==> src/rtl/tf520_eclk_vma.sv <==
// 6800-style E clock and VMA/EDTACK generator for synchronous CIA cycles on the Amiga-side 68000 bus.
// A free-running E phase counter times the cycle. A small FSM aligns VPA requests to that counter.
module tf520_eclk_vma #(
    parameter int E_LOW   = 6,
    parameter int E_HIGH  = 4,
    parameter int VMA_CNT = 3
) (
    input  logic       CLK7M,
    input  logic       RESET,
    input  logic       AS,
    input  logic       VPA,
    output logic       E,
    output logic       VMA,
    output logic       EDTACK,
    output logic [3:0] ECNT
);

    localparam logic [3:0] cnt_last   = 4'(E_LOW + E_HIGH - 1);
    localparam logic [3:0] cnt_edtack = 4'(E_LOW + E_HIGH - 2);
    localparam logic [3:0] cnt_vma    = 4'(VMA_CNT);
    localparam logic [3:0] cnt_rise   = 4'(E_LOW);

    typedef enum logic [1:0] {
        s_idle,
        s_wait,
        s_assert,
        s_done
    } state_t;

    state_t     state;
    logic [3:0] next_cnt;
    logic       vpa_meta;
    logic       vpa_s;
    logic       req;

    if (VMA_CNT < 0 || VMA_CNT >= E_LOW - 1 || E_LOW + E_HIGH > 16) begin : g_param_check
        $error("tf520_eclk_vma: VMA_CNT must lie in 0..E_LOW-2 and the period must fit in ECNT");
    end

    // NOTE: every variable assigned in always_comb gets a value on every path, so no latch is inferred.
    always_comb begin
        next_cnt = ECNT + 4'd1;
        if (ECNT == cnt_last) begin
            next_cnt = '0;
        end
    end

    // E is decoded from the next count so that it changes on the same edge as ECNT.
    // NOTE: sequential state uses non-blocking assignments only, so every flop samples pre-edge values.
    always_ff @(posedge CLK7M or negedge RESET) begin
        if (!RESET) begin
            ECNT <= '0;
            E    <= 1'b0;
        end else begin
            ECNT <= next_cnt;
            E    <= (next_cnt >= cnt_rise);
        end
    end

    // The synchroniser resets to the inactive level so that no request appears while reset is released.
    always_ff @(posedge CLK7M or negedge RESET) begin
        if (!RESET) begin
            vpa_meta <= 1'b1;
            vpa_s    <= 1'b1;
        end else begin
            vpa_meta <= VPA;
            vpa_s    <= vpa_meta;
        end
    end

    assign req = !AS && !vpa_s;

    // NOTE: only control flops are reset here; this block has no storage arrays that would need clearing.
    always_ff @(posedge CLK7M or negedge RESET) begin
        if (!RESET) begin
            state  <= s_idle;
            VMA    <= 1'b1;
            EDTACK <= 1'b1;
        end else begin
            case (state)
                s_idle: begin
                    if (req) begin
                        if (ECNT == cnt_vma) begin
                            state <= s_assert;
                            VMA   <= 1'b0;
                        end else begin
                            state <= s_wait;
                        end
                    end
                end
                // A late request waits here for the next period and never joins an E phase already under way.
                s_wait: begin
                    if (AS) begin
                        state <= s_idle;
                        VMA   <= 1'b1;
                    end else if (req && ECNT == cnt_vma) begin
                        state <= s_assert;
                        VMA   <= 1'b0;
                    end
                end
                s_assert: begin
                    if (AS) begin
                        state <= s_idle;
                        VMA   <= 1'b1;
                    end else if (ECNT == cnt_edtack) begin
                        state  <= s_done;
                        EDTACK <= 1'b0;
                    end
                end
                s_done: begin
                    EDTACK <= 1'b1;
                    if (AS) begin
                        state <= s_idle;
                        VMA   <= 1'b1;
                    end
                end
                default: begin
                    state  <= s_idle;
                    VMA    <= 1'b1;
                    EDTACK <= 1'b1;
                end
            endcase
        end
    end

endmodule
==> config.mk <==
export PLATFORM = sky130hd
export DESIGN_NAME = tf520_eclk_vma
export DESIGN_NICKNAME = d
export VERILOG_FILES = /design/src/rtl/tf520_eclk_vma.sv
export SDC_FILE = /design/constraint.sdc
export NUM_CORES = 1
export LEC_CHECK = 0
export ABC_CLOCK_PERIOD_IN_PS = 1150
export CORE_AREA = 10 10 47 49
export CTS_BUF_LIST = sky130_fd_sc_hd__clkbuf_16
export CTS_CLUSTER_DIAMETER = 150
export DETAILED_ROUTE_END_ITERATION = 10
export DIE_AREA = 0 0 57 59
export PLACE_DENSITY = 0.71
export SYNTH_ARGS = -nofsm -noshare
export SYNTH_HDL_FRONTEND = slang
export SYNTH_SLANG_ARGS = --single-unit
==> constraint.sdc <==
create_clock -name CLK7M -period 1.15 [get_ports CLK7M]
set_input_delay 0.23 -clock CLK7M [delete_from_list [all_inputs] [get_ports CLK7M]]
set_output_delay 0.23 -clock CLK7M [all_outputs]
set_load 0.05 [all_outputs]
Word level (Yosys, flattened, before mapping)
Index checks and enable logic that the tools add are counted.

cells by class
  magnitude comparators = 1
  add/subtract/negate cells = 1
  reduce and logical (&&, ||, !) cells = 10
  eq/ne operators = 14
  multiplexer cells = 18

operators with widths
  kind                                                                                  number
  2-bit two-way mux                                                                     7
  2-bit inequality test (second input constant)                                         5
  4-bit == test (second input constant)                                                 2
  2-bit one-hot mux with 4 select lines                                                 1
  4-bit AND reduction                                                                   2
  1-bit two-way mux                                                                     7
  3-bit inequality test (second input constant)                                         2
  4-bit by 1-bit adder with 4-bit output (second input constant)                        1
  2-bit == test (second input constant)                                                 2
  4-bit by 2-bit == test with 1-bit output (second input constant)                      1
  4-bit by 3-bit greater-or-equal comparator with 1-bit output (second input constant)  1
  4-bit two-way mux                                                                     1
  1-bit one-hot mux with 3 select lines                                                 1
  3-bit AND reduction                                                                   1
  2-bit by 1-bit == test with 1-bit output (second input constant)                      1
  1-bit logical AND                                                                     2
  1-bit logical NOT                                                                     2
  2-bit logical NOT                                                                     1
  2-bit by 1-bit inequality test with 1-bit output (second input constant)              1
  1-bit one-hot mux with 2 select lines                                                 1
  2-bit nonzero test                                                                    1
  2-bit OR reduction                                                                    1

storage, ports and cells
  bits of input ports = 4
  register bits after elaboration = 11

Logic depth before layout (Yosys ltp)
Gate-level depths: netlist (run 1).

  depth after elaboration = 6
  gate-level depth with buffers = 4
  mapped depth without buffers = 3

Worst setup path before layout (run 1)
OpenSTA, ideal clock, no wires.

  kind = register -> register
  start point = register ECNT[1]
  end point = register state[0]
  arrival = 1.250 ns
  setup slack = -0.235 ns
  buffers on the path = 0
  clock period less this slack = 1.385 ns
  cell stages (with the launch flop) = 4
  data required time = 1.016 ns
  cells stage by stage = dfrtp_1 nand2_1 nor4_4 a221oi_2

on the way
  longest elaborated chain between the ends = 4
  elaborated cells between the ends (all ways) = 9
  those cells by class = eq/ne: 4; mux: 3; reduce/logical: 2

RTL lines
  element                                                                              RTL line  source
  start: declaration                                                                   15        output logic [3:0] ECNT
  start signal: assignment                                                             55        ECNT <= next_cnt;
  4-bit by 2-bit == test with 1-bit output                                             83, 96
  2-bit two-way mux / 1-bit logical AND (equally long branches)                        83, 96
  2-bit two-way mux / 3-bit inequality test (equally long branches)                    --
  2-bit one-hot mux with 4 select lines / 4-bit AND reduction (equally long branches)  --
  end signal: assignment                                                               84        state <= s_assert;
  end signal: assignment                                                               87        state <= s_wait;
  end signal: assignment                                                               97        state <= s_assert;
  end: declaration                                                                     30        state_t state;

Parallel ways exist; a longest one is shown, timed or not. The select of a mux whose other input is x is not followed.
A chain may end at the register's enable or synchronous reset.

Worst setup path after layout (run 1)
  start point = register VMA
  end point = output VMA

RTL lines
  element                   RTL line  source
  start: declaration        13        output logic VMA,
  start signal: assignment  77        VMA <= 1'b1;
  start signal: assignment  85        VMA <= 1'b0;
  start signal: assignment  95        VMA <= 1'b1;

No word-level cell between the ends.

==> impl_metrics.ini, run 1 <==
[run_status]
status = finished, violations left
violations = negative setup slack

[logic_synthesis]
synth.most_common_cell = dfrtp_1
synth_edf_count = 0
netlist.area_leader.share_pct = 35.5
synth_flop_cell = dfrtp_1
ys_top_cells_by_area = dfrtp_1 (36%), dfstp_2 (21%), nor4_4 (4.3%)
syn_avg_cell_area_um2 = 12.0
syn_nets = 45
synth_common_cells = dfrtp_1 (7), dfstp_2 (4), nor2_1 (4)
ys_ff_latch = 11
synthCells = 41
yosysWarnings = 0
synth_area_leader_cell = dfrtp_1
ys_seq_area_share_pct = 56.9
yosys.cell_types.count = 21
async_reset_ff_share_pct = 100
syn_area_um2 = 493

[cells_and_area]
n_antenna_cell = 0
instances_no_fill = 79
fin_nets = 68
drive_above_1_share_pct = 52.4
areaGrowthSynthToFinish_pct = 69.8

[worst_setup_path]
critPathMaxFanout = 2
critPathKind = reg -> out
path_delay_family = flip-flops
start_kind = register
cp_slowest_cell = dfstp_2
crit_chain = buf_12
crit_required_ns = 0.92
cp.arrival_ns = 0.93
critical_path_buf_inv_count = 1
slowest_delay_ns = 0.55
cp-end-kind = output pin

[global_routing]
grt_pass1_vias = 414
grt_usage_pct = 7.79
grt_max_degree = 12
grt_remaining_overflow = 0
grt_pass1_wl_um = 1850
antenna_found_initial = 0

[floorplanning]
fp.dieW_um = 57
die_h_um = 59
core_area_um2 = 1400
die_area_um2 = 3360
row_count = 14
start_util_pct = 35.2
ios = 11

[routing]
ant_nets = 0
drt-pass1-iter-count = 3
drt_iter0_markers = 3
totalWireLength_um = 1150
drc = 0
vias = 381
via_per_inst = 4.82
routedWlPerCell_um = 14.5

[clock_tree]
cts_buffers = 3
cts_tree = done
root_buffer = clkbuf_16
path_clk_slew_ns = 0.04
clk_path_buf_depth = 2
cts_max_level = 1
clkSinkCount = 11
insertion_delay_ns = 0.24

[power]
p_int_uw = 890
leakage_nw = 0.385
power_per_cell_area_nw_per_um2 = 1300
swShare_pct = 18.3
p_clk_share_pct = 56.8
fin_total_pwr_mw = 1.09
irDropWorstVdd_v = 0.000860
switchingPower_uw = 199
p_comb_share_pct = 5.4
seq_power_share_pct = 37.8

[sta]
worst_slack_ns = -0.00686
rsz0062_at_grt = true
tightest_slew_ns = 0.291
final_max_slew_viol_count = 0
fin_crit_ns = 1.16
slew_headroom_pct = 80.5
setup_viol = 1
max_freq_ghz = 0.864
finClkSkew_ns = 0.00362
finalHoldViolations = 0
fin_crit_sh_pct = 101

[placement]
io_buffers = 10
gp_congestion = 0.708
dp_cells = 70
hpwlAfterDp_um = 788

[run]
cap_violations = 0

[hold_path]
worstHoldPathType = in -> async
==> routing by layer <==
metal  routed length [um]  share of wire [%]  vias up  GRT usage (%)
met4                   45                3.9        0           8.72
met1                  430                 38      182           6.42
met2                  565                 49        8           11.5
li1                     -                  -      187              -
met5                    0                  0        -              0
met3                  103                9.0        4           5.58
==> cell type report <==
type	count	area (um2)
Tap cell	16	20.0
Sequential cell	11	285
Inverter	3	11.3
Multi-Input combinational cell	26	193
Fill cell	121	564
Clock buffer	3	75.1
Clock inverter	1	3.75
Timing Repair Buffer	19	249
==> flip-flops by register name (all words and copies together) (netlist names) <==
| name | flops |
|---|---|
| VMA | 1 |
| E | 1 |
| vpa_meta | 1 |
| vpa_s | 1 |
| ECNT | 4 |
| state | 2 |
| EDTACK | 1 |
==> logic make-up (layout without fill, tap and decap cells) <==
logic type	count (synthesis)	in the layout	share of synthesized area, %
multiplexers	1	1	2.03
XOR/XNOR	1	1	1.78
AO/OA/AOI/OAI	10	10	15.2
buffers and inverters	4	26	4.57
flip-flops	11	11	56.9
AND/OR/NAND/NOR	14	14	19.5
==> power groups by stage <==
stage	Clock [mW]	Sequential (mW)	Combinational, mW
3_5_place_dp	0	0.417	0.0591
6_report	0.619	0.412	0.0592
4_1_cts	0.631	0.412	0.0597
3_3_place_gp	0	0.416	0.0586
5_1_grt	0.648	0.412	0.0636
2_1_floorplan	0	0.423	0.0125
==> cells in the final DEF (no fill, tap or decap), drive strengths merged <==
master / count
xnor2: 1
a22o: 2
inv: 4
nor4: 1
clkbuf: 3
clkdlybuf4s50: 3
buf: 16
a21o: 1
nand4: 1
a21oi: 3
nand2b: 1
nor2: 4
mux2i: 1
o21ba: 1
dfrtp: 7
a221oi: 1
nor2b: 1
o21ai: 2
nor3: 2
or2: 1
nand2: 3
dfstp: 4
==> through the flow <==
stage,hold WS [ns],utilization [%],setup TNS (ns),setup WS [ns],cell area (um2)
2_1_floorplan,-0.0656,-,-0.0897,-0.0735,500
3_5_place_dp,0.349,50.6,0,0.0199,709
4_1_cts,0.284,58.9,-0.0171,-0.0130,826
5_1_grt,0.315,59.7,-0.0915,-0.0383,837
3_3_place_gp,0.346,50.6,0,0.0391,709
6_report,0.284,59.7,-0.00686,-0.00686,837
==> path summary, 6_finish.rpt <==
| check | startpoint | to | slack, ns | cells after the start |
|---|---|---|---|---|
| min in group CLK7M | vpa_meta$_DFF_PN1_ | vpa_s$_DFF_PN1_ | 0.35 | 0 |
| max | VMA$_DFFE_PN1P_ | VMA | -0.007 | 1 |
| max reg2reg | ECNT[2]$_DFF_PN0_ | state[0]$_DFFE_PN0P_ | 0.02 | 4 |
| min | RESET | state[1]$_DFFE_PN0P_ | 0.28 | 2 |
| max in group asynchronous | RESET | EDTACK$_DFFE_PN1P_ | 0.64 | 2 |
| min reg2reg | vpa_meta$_DFF_PN1_ | vpa_s$_DFF_PN1_ | 0.35 | 0 |
==> repair_timing <==
action	4_1_cts	5_1_grt
buffers inserted	4	1
endpoints found under the setup margin	4	7
gates resized for setup	2	1
pin swaps	0	2
endpoints found under the hold margin	0	0
hold buffers	0	0
Power figures use the tool's default switching activity.
==> run 2, diff against run 1 <==
Settings changed: SLEW_MARGIN from default to 20.
==> results of run 2 <==
The final DEF is identical to that of run 1; final timing and power are the same.
==> run 3, diff against run 2 <==
Settings changed: REMOVE_ABC_BUFFERS from default to 1.
==> run 3 against run 2 <==
The flow still finishes with violations (negative setup slack); wire length up 5.3%; setup slack worse by 0.063 ns; non-clock buffer count up 6; fmax down 5.2%; cell count up 7.6%; critical endpoint is now ECNT[1]; register-to-register slack about the same; die area unchanged; total power up 0.99%; hold slack worse by 0.0039 ns; critical path depth up 2; clock skew up 0.00099 ns.
==> impl_metrics.ini, run 3 (synthesis results as in run 1) <==
[worst_setup_path]
path_delay_family = flip-flops
slowest_delay_ns = 0.39
cp.arrival_ns = 0.99
cp-end-kind = output pin
crit_required_ns = 0.92
crit_chain = buf_6 > buf_6 > buf_12
critical_path_buf_inv_count = 3
critPathMaxFanout = 2
cp_slowest_cell = dfrtp_1
start_kind = register
cpMostUsedCell = buf_6
critPathKind = reg -> out

[sta]
slew_headroom_pct = 81.2
fin_tns_setup_ns = -0.140
tightest_slew_ns = 0.280
setup_viol = 6
fin_crit_ns = 1.22
fin_crit_sh_pct = 106
rsz0062_at_grt = true
final_max_slew_viol_count = 0
worst_slack_ns = -0.0703
finClkSkew_ns = 0.00461
max_freq_ghz = 0.819
holdWs_ns = 0.280
finalHoldViolations = 0

[floorplanning]
die_area_um2 = 3360
row_count = 14
start_util_pct = 35.2
core_area_um2 = 1400
fp.dieW_um = 57
die_h_um = 59
ios = 11

[cells_and_area]
final_cell_mix = buf_4 (8), buf_12 (7), buf_6 (7)
n_antenna_cell = 0
multi_input_area_um2 = 225
drive_above_1_share_pct = 58.0
largest_reg_flops = 4
finish.utilization_pct = 66.2
top_register = ECNT
reg_top3 = ECNT: 4 flops, state: 2 flops
fin_nets = 74
areaGrowthSynthToFinish_pct = 88.1
register_area_um2 = 282
instances_no_fill = 85
final_common_cell = buf_4
fill_cells = 109

[power]
leakage_nw = 0.424
switchingPower_uw = 206
p_int_uw = 894
irDropWorstVdd_v = 0.000977
p_comb_share_pct = 5.4
seq_power_share_pct = 37.4
p_clk_share_pct = 57.2
swShare_pct = 18.7
fin_total_pwr_mw = 1.10
power_per_cell_area_nw_per_um2 = 1190

[clock_tree]
insertion_delay_ns = 0.24
holdBufCountCts = 0
clk_path_buf_depth = 2
path_clk_slew_ns = 0.04
cts_buffers = 3
cts_tree = done
clkSinkCount = 11
cts_max_level = 1
root_buffer = clkbuf_16

[routing]
drt-pass1-iter-count = 4
drt_iter0_markers = 5
vias = 410
totalWireLength_um = 1210
drc = 0
routedWlPerCell_um = 14.2
ant_nets = 0
via_per_inst = 4.82

[placement]
gp_congestion = 0.722
hpwlAfterDp_um = 825
dp_cells = 73
io_buffers = 10

[global_routing]
grt_usage_pct = 8.24
grt_pass1_vias = 444
antenna_found_initial = 0
grt_remaining_overflow = 0
grt_max_degree = 12
grt_pass1_wl_um = 2010

[run]
cap_violations = 0

[run_status]
violations = negative setup slack
status = finished, violations left

[hold_path]
worstHoldPathType = in -> async
run 3: path summary, 6_finish.rpt:
| kind | startpoint | end | slack (ns) | cells after the start |
|---|---|---|---|---|
| setup reg to reg | ECNT[2]$_DFF_PN0_ | state[0]$_DFFE_PN0P_ | 0.03 | 4 |
| hold reg to reg | vpa_meta$_DFF_PN1_ | vpa_s$_DFF_PN1_ | 0.35 | 0 |
| max in group asynchronous | RESET | vpa_meta$_DFF_PN1_ | 0.64 | 2 |
| setup / recovery | ECNT[1]$_DFF_PN0_ | ECNT[1] | -0.07 | 3 |
| min in group CLK7M | vpa_meta$_DFF_PN1_ | vpa_s$_DFF_PN1_ | 0.35 | 0 |
| hold / removal | RESET | state[1]$_DFFE_PN0P_ | 0.28 | 2 |
run 3: power groups by stage:
stage	clock network (mW)	registers, mW	logic [mW]
after detailed placement	0	0.417	0.0596
after floorplan	0	0.423	0.0122
after global placement	0	0.416	0.0583
after global routing	0.666	0.412	0.0646
final	0.629	0.411	0.0598
after CTS	0.641	0.412	0.0601
run 3: routing by layer:
metal	track usage, %	part of all wire, %	wire length [um]	vias to the layer above
li1	-	-	-	198
met2	12.2	52	629	10
met4	8.72	3.9	47	0
met1	7.42	34	413	198
met5	0	0	0	-
met3	4.94	9.6	116	4
run 3: metrics by stage:
| step | worst slack [ns] | instance area (um2) |
|---|---|---|
| after floorplan | -0.288 | 482 |
| after global placement | 0.0383 | 724 |
| after detailed placement | 0.0170 | 724 |
| after global routing | -0.0968 | 927 |
| final | -0.0703 | 927 |
| after CTS | -0.0632 | 855 |
run 3: timing repair:
action | in CTS | in global routing
pin swaps | 1 | 2
endpoints found under the hold margin | 0 | 0
setup buffers | 4 | 4
resized for setup | 6 | 8
setup endpoints to repair | 6 | 11
cloned | 0 | 0
run 3: area by class of cell:
| class | count | share of cell area [%] |
|---|---|---|
| inverters | 3 | 1.21 |
| flip-flops and latches | 11 | 30.4 |
| repair buffers | 25 | 33.3 |
| multi-input cells | 26 | 24.3 |
| clock buffers | 3 | 8.10 |
| clock inverters | 1 | 0.540 |
| well taps | 16 | 2.16 |
